$ cat config.mk
export PLATFORM = sky130hd
export DESIGN_NAME = id_ex_hazard_pipe
export DESIGN_NICKNAME = d
export VERILOG_FILES = /design/src/rtl/pipe_pkg.sv /design/src/rtl/hazard_fwd_unit.sv /design/src/rtl/id_ex_hazard_pipe.sv
export SDC_FILE = /design/constraint.sdc
export NUM_CORES = 1
export LEC_CHECK = 0
export BUFFER_PORTS_ARGS = -buffer_cell sky130_fd_sc_hd__buf_2
export CORE_AREA = 2 2 195 197
export CTS_CLUSTER_DIAMETER = 100
export DETAILED_ROUTE_END_ITERATION = 10
export DIE_AREA = 0 0 197 199
export GPL_TIMING_DRIVEN = 0
export MAX_ROUTING_LAYER = met4
export PLACE_DENSITY = 0.41
export SYNTH_ARGS = -nofsm -noshare
export SYNTH_HDL_FRONTEND = slang
export SYNTH_SLANG_ARGS = --single-unit
$ cat constraint.sdc
create_clock -name clk_i -period 2 [get_ports clk_i]
set_input_delay 0.3 -clock clk_i [delete_from_list [all_inputs] [get_ports clk_i]]
set_output_delay 0.3 -clock clk_i [all_outputs]
set_load 0.02 [all_outputs]
$ cat src/rtl/pipe_pkg.sv
// Shared types for the ID->EX pipeline register: control bundle layout,
// forwarding-select encoding and stall FSM states.
package pipe_pkg;

   // Default control bundle layout (12 bits, MSB first).
   typedef struct packed {
      logic       reg_write;
      logic       alu_src;
      logic [1:0] write_src;
      logic       branch;
      logic [2:0] alu_op;
      logic       jump;
      logic       ret;
      logic       mem_write;
      logic       spare;
   } ctrl_t;

   localparam int CTRL_BITS = $bits(ctrl_t);

   typedef enum logic [1:0] {
      FWD_REG = 2'b00,
      FWD_MEM = 2'b01,
      FWD_WB  = 2'b10
   } fwd_sel_t;

   typedef enum logic {
      ST_IDLE  = 1'b0,
      ST_STALL = 1'b1
   } stall_state_t;

endpackage

$ cat src/rtl/hazard_fwd_unit.sv
// Combinational load-use hazard detection and EX-stage operand forwarding
// selects; holds no state.
module hazard_fwd_unit
   import pipe_pkg::*;
#(
   parameter int RA_W = 5
) (
   input  logic            i_ex_valid,
   input  logic            i_ex_is_load,
   input  logic [RA_W-1:0] i_ex_rd,
   input  logic [RA_W-1:0] i_ex_rs1,
   input  logic [RA_W-1:0] i_ex_rs2,
   input  logic            i_id_valid,
   input  logic [RA_W-1:0] i_rs1,
   input  logic [RA_W-1:0] i_rs2,
   input  logic            i_mem_we,
   input  logic [RA_W-1:0] i_mem_rd,
   input  logic            i_wb_we,
   input  logic [RA_W-1:0] i_wb_rd,
   output logic            o_hz,
   output fwd_sel_t        o_fwd_a,
   output fwd_sel_t        o_fwd_b
);

   // MEM result is younger than WB, so it wins; x0 is hardwired and never forwards.
   function automatic fwd_sel_t pick(input logic [RA_W-1:0] r,
                                     input logic mem_we, input logic [RA_W-1:0] mem_rd,
                                     input logic wb_we,  input logic [RA_W-1:0] wb_rd);
      if (r == '0)                  return FWD_REG;
      if (mem_we && (mem_rd == r))  return FWD_MEM;
      if (wb_we && (wb_rd == r))    return FWD_WB;
      return FWD_REG;
   endfunction

   assign o_hz = i_ex_valid && i_ex_is_load && (i_ex_rd != '0) && i_id_valid &&
                 ((i_ex_rd == i_rs1) || (i_ex_rd == i_rs2));

   assign o_fwd_a = pick(i_ex_rs1, i_mem_we, i_mem_rd, i_wb_we, i_wb_rd);
   assign o_fwd_b = pick(i_ex_rs2, i_mem_we, i_mem_rd, i_wb_we, i_wb_rd);

endmodule

$ cat src/rtl/id_ex_hazard_pipe.sv
// ID->EX pipeline register with WB bypass, load-use stall FSM, EX flush and
// forwarding selects. Define RISCV_PERF_CNT_EN to build the stall/flush counters.
module id_ex_hazard_pipe
   import pipe_pkg::*;
#(
   parameter int XLEN         = 32,
   parameter int RA_W         = 5,
   parameter int CTRL_W       = CTRL_BITS,
   parameter int LOAD_LATENCY = 1
) (
   input  logic              clk_i,
   input  logic              rst_i,
   input  logic              id_valid_i,
   input  logic [CTRL_W-1:0] ctrl_i,
   input  logic              is_load_i,
   input  logic [RA_W-1:0]   rs1_i,
   input  logic [RA_W-1:0]   rs2_i,
   input  logic [RA_W-1:0]   rd_i,
   input  logic [XLEN-1:0]   rd1_i,
   input  logic [XLEN-1:0]   rd2_i,
   input  logic [XLEN-1:0]   imm_i,
   input  logic [XLEN-1:0]   pc_i,
   input  logic [XLEN-1:0]   pcplus4_i,
   input  logic [2:0]        funct3_i,
   input  logic              mem_we_i,
   input  logic [RA_W-1:0]   mem_rd_i,
   input  logic              wb_we_i,
   input  logic [RA_W-1:0]   wb_rd_i,
   input  logic [XLEN-1:0]   wb_data_i,
   input  logic              flush_i,
   output logic              ex_valid_o,
   output logic              ex_is_load_o,
   output logic [CTRL_W-1:0] ex_ctrl_o,
   output logic [XLEN-1:0]   ex_op1_o,
   output logic [XLEN-1:0]   ex_op2_o,
   output logic [XLEN-1:0]   ex_imm_o,
   output logic [XLEN-1:0]   ex_pc_o,
   output logic [XLEN-1:0]   ex_pcplus4_o,
   output logic [RA_W-1:0]   ex_rs1_o,
   output logic [RA_W-1:0]   ex_rs2_o,
   output logic [RA_W-1:0]   ex_rd_o,
   output logic [2:0]        ex_funct3_o,
   output logic [1:0]        fwd_a_o,
   output logic [1:0]        fwd_b_o,
   output logic              stall_o,
   output logic [31:0]       stall_cnt_o,
   output logic [31:0]       flush_cnt_o
);

   typedef struct packed {
      logic              valid;
      logic              is_load;
      logic [CTRL_W-1:0] ctrl;
      logic [XLEN-1:0]   op1;
      logic [XLEN-1:0]   op2;
      logic [XLEN-1:0]   imm;
      logic [XLEN-1:0]   pc;
      logic [XLEN-1:0]   pcplus4;
      logic [RA_W-1:0]   rs1;
      logic [RA_W-1:0]   rs2;
      logic [RA_W-1:0]   rd;
      logic [2:0]        funct3;
   } ex_t;

   localparam logic [1:0] LL_M1 = 2'(LOAD_LATENCY - 1);

   ex_t          r_ex;
   ex_t          w_next;
   stall_state_t r_state;
   logic [1:0]   r_cnt;
   logic         w_hz;
   logic         w_stall;
   logic         w_bubble;
   fwd_sel_t     w_fwd_a;
   fwd_sel_t     w_fwd_b;

   hazard_fwd_unit #(.RA_W(RA_W)) u_hfu (
      .i_ex_valid   (r_ex.valid),
      .i_ex_is_load (r_ex.is_load),
      .i_ex_rd      (r_ex.rd),
      .i_ex_rs1     (r_ex.rs1),
      .i_ex_rs2     (r_ex.rs2),
      .i_id_valid   (id_valid_i),
      .i_rs1        (rs1_i),
      .i_rs2        (rs2_i),
      .i_mem_we     (mem_we_i),
      .i_mem_rd     (mem_rd_i),
      .i_wb_we      (wb_we_i),
      .i_wb_rd      (wb_rd_i),
      .o_hz         (w_hz),
      .o_fwd_a      (w_fwd_a),
      .o_fwd_b      (w_fwd_b)
   );

   // Flush kills both a fresh hazard and an in-progress stall.
   assign w_stall  = !flush_i && ((r_state == ST_STALL) || w_hz);
   assign w_bubble = flush_i || w_stall;

   always_comb begin
      // NOTE: the all-zero default is the bubble and also keeps this block latch-free.
      w_next = '0;
      if (!w_bubble) begin
         w_next.valid   = id_valid_i;
         w_next.is_load = is_load_i;
         w_next.ctrl    = ctrl_i;
         w_next.op1     = (wb_we_i && (wb_rd_i != '0) && (wb_rd_i == rs1_i)) ? wb_data_i : rd1_i;
         w_next.op2     = (wb_we_i && (wb_rd_i != '0) && (wb_rd_i == rs2_i)) ? wb_data_i : rd2_i;
         w_next.imm     = imm_i;
         w_next.pc      = pc_i;
         w_next.pcplus4 = pcplus4_i;
         w_next.rs1     = rs1_i;
         w_next.rs2     = rs2_i;
         w_next.rd      = rd_i;
         w_next.funct3  = funct3_i;
      end
   end

   always_ff @(posedge clk_i) begin
      // NOTE: non-blocking so the FSM and EX bundle all see pre-edge values.
      if (rst_i) begin
         r_ex    <= '0;
         r_state <= ST_IDLE;
         r_cnt   <= '0;
      end else begin
         r_ex <= w_next;
         if (flush_i) begin
            r_state <= ST_IDLE;
            r_cnt   <= '0;
         end else if (r_state == ST_STALL) begin
            r_cnt <= r_cnt - 2'd1;
            if (r_cnt == 2'd1) r_state <= ST_IDLE;
         end else if (w_hz) begin
            r_cnt   <= LL_M1;
            r_state <= (LL_M1 != 2'd0) ? ST_STALL : ST_IDLE;
         end
      end
   end

   assign ex_valid_o   = r_ex.valid;
   assign ex_is_load_o = r_ex.is_load;
   assign ex_ctrl_o    = r_ex.ctrl;
   assign ex_op1_o     = r_ex.op1;
   assign ex_op2_o     = r_ex.op2;
   assign ex_imm_o     = r_ex.imm;
   assign ex_pc_o      = r_ex.pc;
   assign ex_pcplus4_o = r_ex.pcplus4;
   assign ex_rs1_o     = r_ex.rs1;
   assign ex_rs2_o     = r_ex.rs2;
   assign ex_rd_o      = r_ex.rd;
   assign ex_funct3_o  = r_ex.funct3;
   assign fwd_a_o      = w_fwd_a;
   assign fwd_b_o      = w_fwd_b;
   assign stall_o      = w_stall;

`ifdef RISCV_PERF_CNT_EN
   logic [31:0] r_stall_cnt;
   logic [31:0] r_flush_cnt;

   always_ff @(posedge clk_i) begin
      if (rst_i) begin
         r_stall_cnt <= '0;
         r_flush_cnt <= '0;
      end else begin
         if (w_stall) r_stall_cnt <= r_stall_cnt + 32'd1;
         if (flush_i) r_flush_cnt <= r_flush_cnt + 32'd1;
      end
   end

   assign stall_cnt_o = r_stall_cnt;
   assign flush_cnt_o = r_flush_cnt;
`else
   assign stall_cnt_o = '0;
   assign flush_cnt_o = '0;
`endif

endmodule
# == After elaboration in Yosys (flattened, before gate mapping) ==
# Index checks and enable logic that the tools add are counted.
# totals
regBits,195
in_bits,239
# op_classes
n_bitwise,1
n_reduce_logical,24
muxes,29
eq_ne,9
addsub,1
# op_table
cell,count
2-to-1 mux 32 bit,2
== test 5 bit,8
2-to-1 mux 2 bit,14
2-to-1 mux 1 bit,13
logical AND 1 bit,12
zero test 5 bit,2
nonzero test 5 bit,2
OR reduction 2 bit,2
logical OR 1 bit,3
OR reduction 3 bit,1
== test 2 x 1 -> 1 bit (second input constant),1
nonzero test 2 bit,1
subtractor 2 x 1 -> 2 bit (second input constant),1
zero test 1 bit,1
inverter 1 bit,1

# == Longest topological paths before layout ==
# Gate-level depths: netlist of the first run.
# logic_depth
depth_word,9
depth_mapped,7

# == By module ==
# Synthesis of the first run repeated with hierarchy kept, for this count alone.
# hier_totals
hier_cells,658
hier_area_um2,7030.5
# by_module_without_submodules
mod,seq_area_each_um2,n_inst,area_each_um2,cells_each
id_ex_hazard_pipe,3903.7,1,6636.4,605
hazard_fwd_unit,0.0,1,394.1,53

# == Worst setup path before layout of the first run ==
# No wires, ideal clock.
# synth_timing
path_type,reg2out
start,reg r_ex (netlist bit ex_rd_o[1])
end,out stall_o
n_path_buf,0
t_arrival_ps,1489
path_stages_with_launch,5
slack_ps,211
path_cell_list,dfxtp_1 -> or4_1 -> o2111ai_2 -> nor2_1 -> o21ba_2
# synth_between
elab_chain_len,6
elab_cells_between_ends,9
# synth_rtl
item,line,text
start: declaration,id_ex_hazard_pipe.sv:67,ex_t r_ex;
start signal: assignment,id_ex_hazard_pipe.sv:125,r_ex <= w_next;
nonzero test 5 bit,hazard_fwd_unit.sv:35,assign o_hz = i_ex_valid && i_ex_is_load && (i_ex_rd != '0) && i_id_valid &&
logical AND 1 bit (2 in series),hazard_fwd_unit.sv:35,
logical AND 1 bit *,hazard_fwd_unit.sv:35,
logical OR 1 bit *,id_ex_hazard_pipe.sv:96,assign w_stall = !flush_i && ((r_state == ST_STALL) || w_hz);
logical AND 1 bit *,id_ex_hazard_pipe.sv:96,
end: declaration,id_ex_hazard_pipe.sv:45,"output logic stall_o,"
# Every way passes the cells marked *; elsewhere a longest branch is shown, timed or not.

# == Final worst setup path of the first run ==
# layout_timing
start,reg r_ex (netlist bit ex_rd_o[2])
end,out stall_o
# The elaborated chain is that of the path after synthesis.

==> flow_metrics.env, run 1 <==
export IMPL_grt_max_degree=18
export IMPL_clk_pin_slew_ns=0.08
export IMPL_p_clk_frac=0.396
export IMPL_cts_buffers=17
export IMPL_synth_top_area_frac=0.557
export IMPL_required_ns=1.70
export IMPL_core_rowCount=71
export IMPL_cts_tree="done"
export IMPL_crit_path_end_kind="output port"
export IMPL_intPower_mw=6.46
export IMPL_synth_seq_area_share=0.557
export IMPL_drv_cap=0
export IMPL_die_h_um=199
export IMPL_wl_met1_mm=9.73
export IMPL_sw_frac_of_total=0.270
export IMPL_overflow=0
export IMPL_grt_pass1_wl_mm=34.8
export IMPL_vias_per_cell=3.54
export IMPL_vias=5837
export IMPL_gp_congestion=0.759
export IMPL_peakVddDrop_mv=0.584
export IMPL_clock_latency_ns=0.45
export IMPL_comb_power_share=0.143
export IMPL_boundaryPins=500
export IMPL_post_place_ws_ns=-0.472
export IMPL_min_period_ns=2.27
export IMPL_core_region_area_sq_mm=0.0371
export IMPL_pwr_share_seq=0.462
export IMPL_tightestPinTransition_ns=0.721
export IMPL_finalWorstSetupSlack_ns=-0.272
export IMPL_yosys_top_cells_count="dfxtp_1, and2_1, nor2_1, buf_4, mux2i_1"
export IMPL_powerDensity_mw_per_mm2=812
export IMPL_wl_met2_mm=12.1
export IMPL_synth_edff_count=0
export IMPL_top_layer="met4"
export IMPL_die_area_sq_mm=0.0392
export IMPL_finClkSkew_ns=0.0103
export IMPL_hold_ws_ns=0.0432
export IMPL_firstDrtPassIters=4
export IMPL_hold_violations=0
export IMPL_fin_crit_sh=1.14
export IMPL_p_sw_mw=2.39
export IMPL_clock_tree_root_cell="clkbuf_16"
export IMPL_p_total_mw=8.85
export IMPL_crit_path_max_fanout=3
export IMPL_worstSetupPathType="reg -> out"
export IMPL_fmax_mhz=440
export IMPL_wl_met3_mm=2.23
export IMPL_grt_use_total=0.126
export IMPL_netlist_area_sq_mm=0.00700
export IMPL_io_buffers=430
export IMPL_fp_dieW_um=197
export IMPL_ys_seq_elements=195
export IMPL_finalSetupViolCount=4
export IMPL_synth_cell_types=33
export IMPL_grt_antenna_before_repair=4
export IMPL_dpl_hpwl_mm=19.6
export IMPL_cp_data_arrival_time_ns=1.97
export IMPL_hold_path_class="in -> reg"
export IMPL_final_util=0.293
export IMPL_fin_nets=1400
export IMPL_violations="negative setup slack"
export IMPL_synth_area_per_cell_sq_um=11.1
export IMPL_cts_sinks=195
export IMPL_htreeDepth=4
export IMPL_wl_per_cell_um=14.9
export IMPL_start_util=0.189
export IMPL_ys_flop_type="dfxtp_1"
export IMPL_rsz0062_at_grt="yes"
export IMPL_drtIter0Drc=81
export IMPL_p_leak_nw=5.49
export IMPL_grt_pass1_vias=5889
export IMPL_slew_headroom=0.515
export IMPL_yosysMostFrequentCell="dfxtp_1"
export IMPL_synthArstFlopShare=0
export IMPL_clk_path_buf_depth=2
export IMPL_drive_gt1_frac=0.513
export IMPL_finalMaxSlewViolations=0
export IMPL_route_detailed_drc=0
export IMPL_status="finished with violations"
export IMPL_start_kind="register"
export IMPL_synth_top_cells_by_area="dfxtp_1, and2_1, mux2i_1, buf_4, nor2_1"
export IMPL_drt_total_wl_mm=24.5
export IMPL_area_delta_synth_final_pct=55.6
export IMPL_synth_top_cell_by_area="dfxtp_1"
export IMPL_synthCells=632
export IMPL_ant_nets=0
export IMPL_ys_warn_count=0
what timing repair did:
item                                    CTS  global route
endpoints found under the setup margin   66           170
setup buffers                            13             2
hold buffers                              1             0
endpoints found under the hold margin     1             0
pin swaps                                 9             7
gates resized for setup                  59             9
sequential cells by signal (all words and copies together) (netlist names):
register / count
ex_imm_o: 32
ex_op1_o: 32
ex_op2_o: 32
ex_pc_o: 32
ex_pcplus4_o: 32
ex_ctrl_o: 12
ex_rd_o: 5
ex_rs1_o: 5
ex_rs2_o: 5
ex_funct3_o: 3
r_cnt: 2
ex_is_load_o: 1
ex_valid_o: 1
r_state: 1
layer usage:
layer	track usage	vias up
met5	-	-
met4	0.0535	0
met3	0.0471	24
met2	0.210	308
met1	0.134	2569
li1	-	2936
per-stage QoR:
stage / setup TNS (ns) / instance area [sq um] / instances
final: -0.403 / 10900 / 1651
after global routing: -8.03 / 10900 / 1651
after CTS: -1.77 / 10900 / 1645
after detailed placement: -24.20 / 9980 / 1599
after global placement: -23.58 / 9980 / 1599
after floorplan: 0 / 7240 / 695
worst paths after layout:
| kind | from | to | slack, ns | depth (start not counted) |
|---|---|---|---|---|
| worst max-delay path | ex_rd_o[2] | stall_o | -0.27 | 5 |
| worst min-delay path | pcplus4_i[6] | ex_pcplus4_o[6] | 0.04 | 2 |
| worst max register to register | ex_rd_o[2] | ex_imm_o[1] | 0 | 7 |
| worst min register to register | r_cnt[1] | r_cnt[1] | 0.51 | 2 |
cells by family after synthesis:
logic type      count (synthesis)  share of synthesized area
compound gates                 10                     0.0129
xor+xnor                       39                     0.0488
fa+ha+maj                       1                    0.00179
buf+inv                        96                      0.106
flops                         195                      0.557
mux                            64                     0.0915
other cells                     1                   0.000535
simple gates                  226                      0.181
worst max-delay path: stages, from the launching register on:
cell	delay (ns)
dfxtp_4	0.35
or4_4	0.53
o2111ai_4	0.23
nor2_4	0.08
o21ba_4	0.21
buf_6	0.13
cells in the final DEF, fill, tap and decap left out, drive strengths merged, types with 2 or more instances in the layout:
| cell | synthesis | final |
|---|---|---|
| and2 | 128 | 128 |
| buf | 89 | 537 |
| bufinv | 0 | 2 |
| clkbuf | 6 | 21 |
| clkinv | 0 | 5 |
| conb | 1 | 64 |
| dfxtp | 195 | 195 |
| diode | 0 | 4 |
| inv | 1 | 7 |
| mux2i | 64 | 64 |
| nand2 | 2 | 2 |
| nand3 | 5 | 5 |
| nand3b | 3 | 3 |
| nor2 | 72 | 72 |
| nor3 | 4 | 4 |
| nor4 | 4 | 4 |
| o21a | 2 | 2 |
| o21ai | 4 | 4 |
| or4 | 4 | 4 |
| xnor2 | 14 | 14 |
| xor2 | 25 | 25 |
cell type report:
class | count | area, sq um
Antenna cell | 4 | 10.0
Multi-Input combinational cell | 404 | 2670
Buffer | 95 | 787
Sequential cell | 195 | 3930
Inverter | 1 | 3.75
Tap cell | 474 | 593
Clock buffer | 18 | 429
Fill cell | 4041 | 26200
Timing Repair Buffer | 446 | 2330
Clock inverter | 14 | 148
power by group through the flow:
stage	Clock, mW	Sequential [mW]	Combinational, mW
floorplan	0	4.38	0.503
global route	3.83	4.10	1.37
global placement	0	4.18	1.22
CTS	3.69	4.09	1.28
detailed placement	0	4.18	1.22
finish	3.50	4.09	1.26
Power figures use the tool's default switching activity.
==> run 2: changes to the inputs <==
TNS_END_PERCENT = 10   (was unset)
==> run 2 against run 1 <==
The run still ends with negative setup slack left. Cell area fell by 0.22%. Non-clock buffer count decreased by 2. Clock power hardly changed. Clock skew barely moved. Sequential share of layout area rose by 0.10 points. Utilization fell by 0.064 points. Die area stayed put. Critical path type unchanged. Critical endpoint unchanged. Largest cell class unchanged.
==> flow_metrics.env, run 2 (synthesis results as in run 1) <==
export IMPL_p_leak_nw=5.47
export IMPL_fp_dieW_um=197
export IMPL_drv_cap=0
export IMPL_fill_cells=4042
export IMPL_finalSetupViolCount=5
export IMPL_hold_path_cell_count=2
export IMPL_dpl_hpwl_mm=19.6
export IMPL_violations="negative setup slack"
export IMPL_min_from="pcplus4_i[6]"
export IMPL_grt_pass1_wl_mm=34.6
export IMPL_wl_per_cell_um=14.9
export IMPL_die_area_sq_mm=0.0392
export IMPL_cts_tree="done"
export IMPL_post_place_ws_ns=-0.472
export IMPL_clock_latency_ns=0.45
export IMPL_tightestPinTransition_ns=0.729
export IMPL_clk_pin_slew_ns=0.08
export IMPL_finalWorstSetupSlack_ns=-0.273
export IMPL_r2r_end="ex_op1_o[2]"
export IMPL_drive_gt1_frac=0.512
export IMPL_mostFrequentLayoutCell="buf_2"
export IMPL_worstSetupPathType="reg -> out"
export IMPL_regToRegSetupSlack_ns=0.01
export IMPL_clk_path_buf_depth=2
export IMPL_ff2ff_path_depth=8
export IMPL_overflow=0
export IMPL_pwr_share_seq=0.462
export IMPL_hold_path_class="in -> reg"
export IMPL_min_period_ns=2.27
export IMPL_p_sw_mw=2.39
export IMPL_rr_startpoint="ex_rd_o[2]"
export IMPL_fin_nets=1398
export IMPL_grt_pass1_vias=5869
export IMPL_mostFrequentLayoutCells="buf_2, dfxtp_1, and2_1, buf_4, nor2_1"
export IMPL_cp_data_arrival_time_ns=1.97
export IMPL_route_detailed_drc=0
export IMPL_placed_area_sq_mm=0.00998
export IMPL_peakVddDrop_mv=0.584
export IMPL_core_rowCount=71
export IMPL_start_util=0.189
export IMPL_fmax_mhz=440
export IMPL_firstDrtPassIters=4
export IMPL_vias_per_cell=3.55
export IMPL_drt_total_wl_mm=24.5
export IMPL_p_clk_frac=0.396
export IMPL_required_ns=1.70
export IMPL_cts_sinks=195
export IMPL_die_h_um=199
export IMPL_boundaryPins=500
export IMPL_htreeDepth=4
export IMPL_clock_tree_root_cell="clkbuf_16"
export IMPL_powerDensity_mw_per_mm2=814
export IMPL_comb_power_share=0.142
export IMPL_start_kind="register"
export IMPL_sw_frac_of_total=0.270
export IMPL_gp_congestion=0.759
export IMPL_status="finished with violations"
export IMPL_finalMaxSlewViolations=0
export IMPL_core_region_area_sq_mm=0.0371
export IMPL_grt_antenna_before_repair=4
export IMPL_hold_violations=0
export IMPL_finish_instance_area_sq_mm=0.0109
export IMPL_crit_path_end_kind="output port"
export IMPL_vias=5848
export IMPL_area_delta_synth_final_pct=55.2
export IMPL_fin_crit_sh=1.14
export IMPL_io_buffers=430
export IMPL_slew_headroom=0.510
export IMPL_drtIter0Drc=75
export IMPL_intPower_mw=6.46
export IMPL_crit_path_max_fanout=3
export IMPL_grt_max_degree=18
export IMPL_finClkSkew_ns=0.0103
export IMPL_cts_buffers=17
export IMPL_rsz0062_at_grt="yes"
export IMPL_ant_nets=0
export IMPL_holdPathEnd="ex_pcplus4_o[6]"
export IMPL_grt_use_total=0.125
==> run 2: cell count changes in the layout (fill, tap and decap cells not counted) <==
cell     delta
nor2_2      -1
buf_4       -1
buf_2       +1
nor2_1      +1
buf_6       -2
dfxtp_2     -1
o21a_2      +1
dfxtp_4     +1
o21a_1      -1
==> run 2: metrics by stage <==
stage | setup TNS (ns) | utilization | power, mW | instances | hold WS [ns]
final | -0.456 | 0.293 | 8.84 | 1649 | 0.0433
after global routing | -5.28 | 0.293 | 9.30 | 1649 | 0.0136
after CTS | -2.23 | 0.290 | 9.03 | 1640 | 0.00126
after detailed placement | -24.20 | 0.269 | 5.40 | 1599 | 0.502
after global placement | -23.58 | 0.269 | 5.39 | 1599 | 0.479
after floorplan | 0 | - | 4.88 | 695 | 0.376
==> run 2: layout make-up <==
| class | instances | area [sq um] | share of cell area |
|---|---|---|---|
| inverters | 1 | 3.75 | 0.000345 |
| clock buffers | 18 | 429 | 0.0395 |
| plain buffers | 95 | 787 | 0.0724 |
| flip-flops and latches | 195 | 3930 | 0.362 |
| well taps | 474 | 593 | 0.0546 |
| multi-input cells | 404 | 2670 | 0.245 |
| clock inverters | 14 | 148 | 0.0136 |
| diodes | 4 | 10.0 | 0.000921 |
| repair buffers | 444 | 2300 | 0.212 |
==> run 2: worst max-delay path by stage <==
stage	startpoint	cells after the start	to	slack [ns]
after global routing	ex_rd_o[2]	5	stall_o	-0.36
after global placement	rs2_i[1]	7	ex_op1_o[21]	-0.46
after floorplan	ex_rd_o[1]	4	stall_o	0.21
final	ex_rd_o[2]	5	stall_o	-0.27
after CTS	ex_rd_o[2]	5	stall_o	-0.35
after detailed placement	rs2_i[1]	7	ex_op1_o[2]	-0.47
==> run 2: repair_timing <==
| item | CTS | global route |
|---|---|---|
| setup buffers | 8 | 4 |
| pin swaps | 5 | 9 |
| setup endpoints to repair | 66 | 166 |
| hold buffers | 1 | 0 |
| cloned | 0 | 1 |
| hold endpoints to repair | 1 | 0 |
| resized for setup | 37 | 32 |
==> run 2: layer usage <==
layer  vias up  wire length [um]  global-route usage
met5         -                 0                   -
met4         0               497              0.0535
met3        24              2190              0.0473
met2       306             12100               0.210
met1      2584              9720               0.132
li1       2934                 -                   -
==> run 2: critical path: stages (launching register included) <==
cell and delay [ns]:
dfxtp_4 0.35, or4_4 0.53, o2111ai_4 0.23, nor2_4 0.08, o21ba_4 0.21, buf_6 0.13
==> run 2: power by group through the flow <==
| stage | registers [mW] | logic, mW | clock network (mW) |
|---|---|---|---|
| 4_1_cts | 4.09 | 1.25 | 3.69 |
| 3_3_place_gp | 4.18 | 1.22 | 0 |
| 2_1_floorplan | 4.38 | 0.503 | 0 |
| 6_report | 4.09 | 1.25 | 3.50 |
| 3_5_place_dp | 4.18 | 1.22 | 0 |
| 5_1_grt | 4.10 | 1.37 | 3.83 |
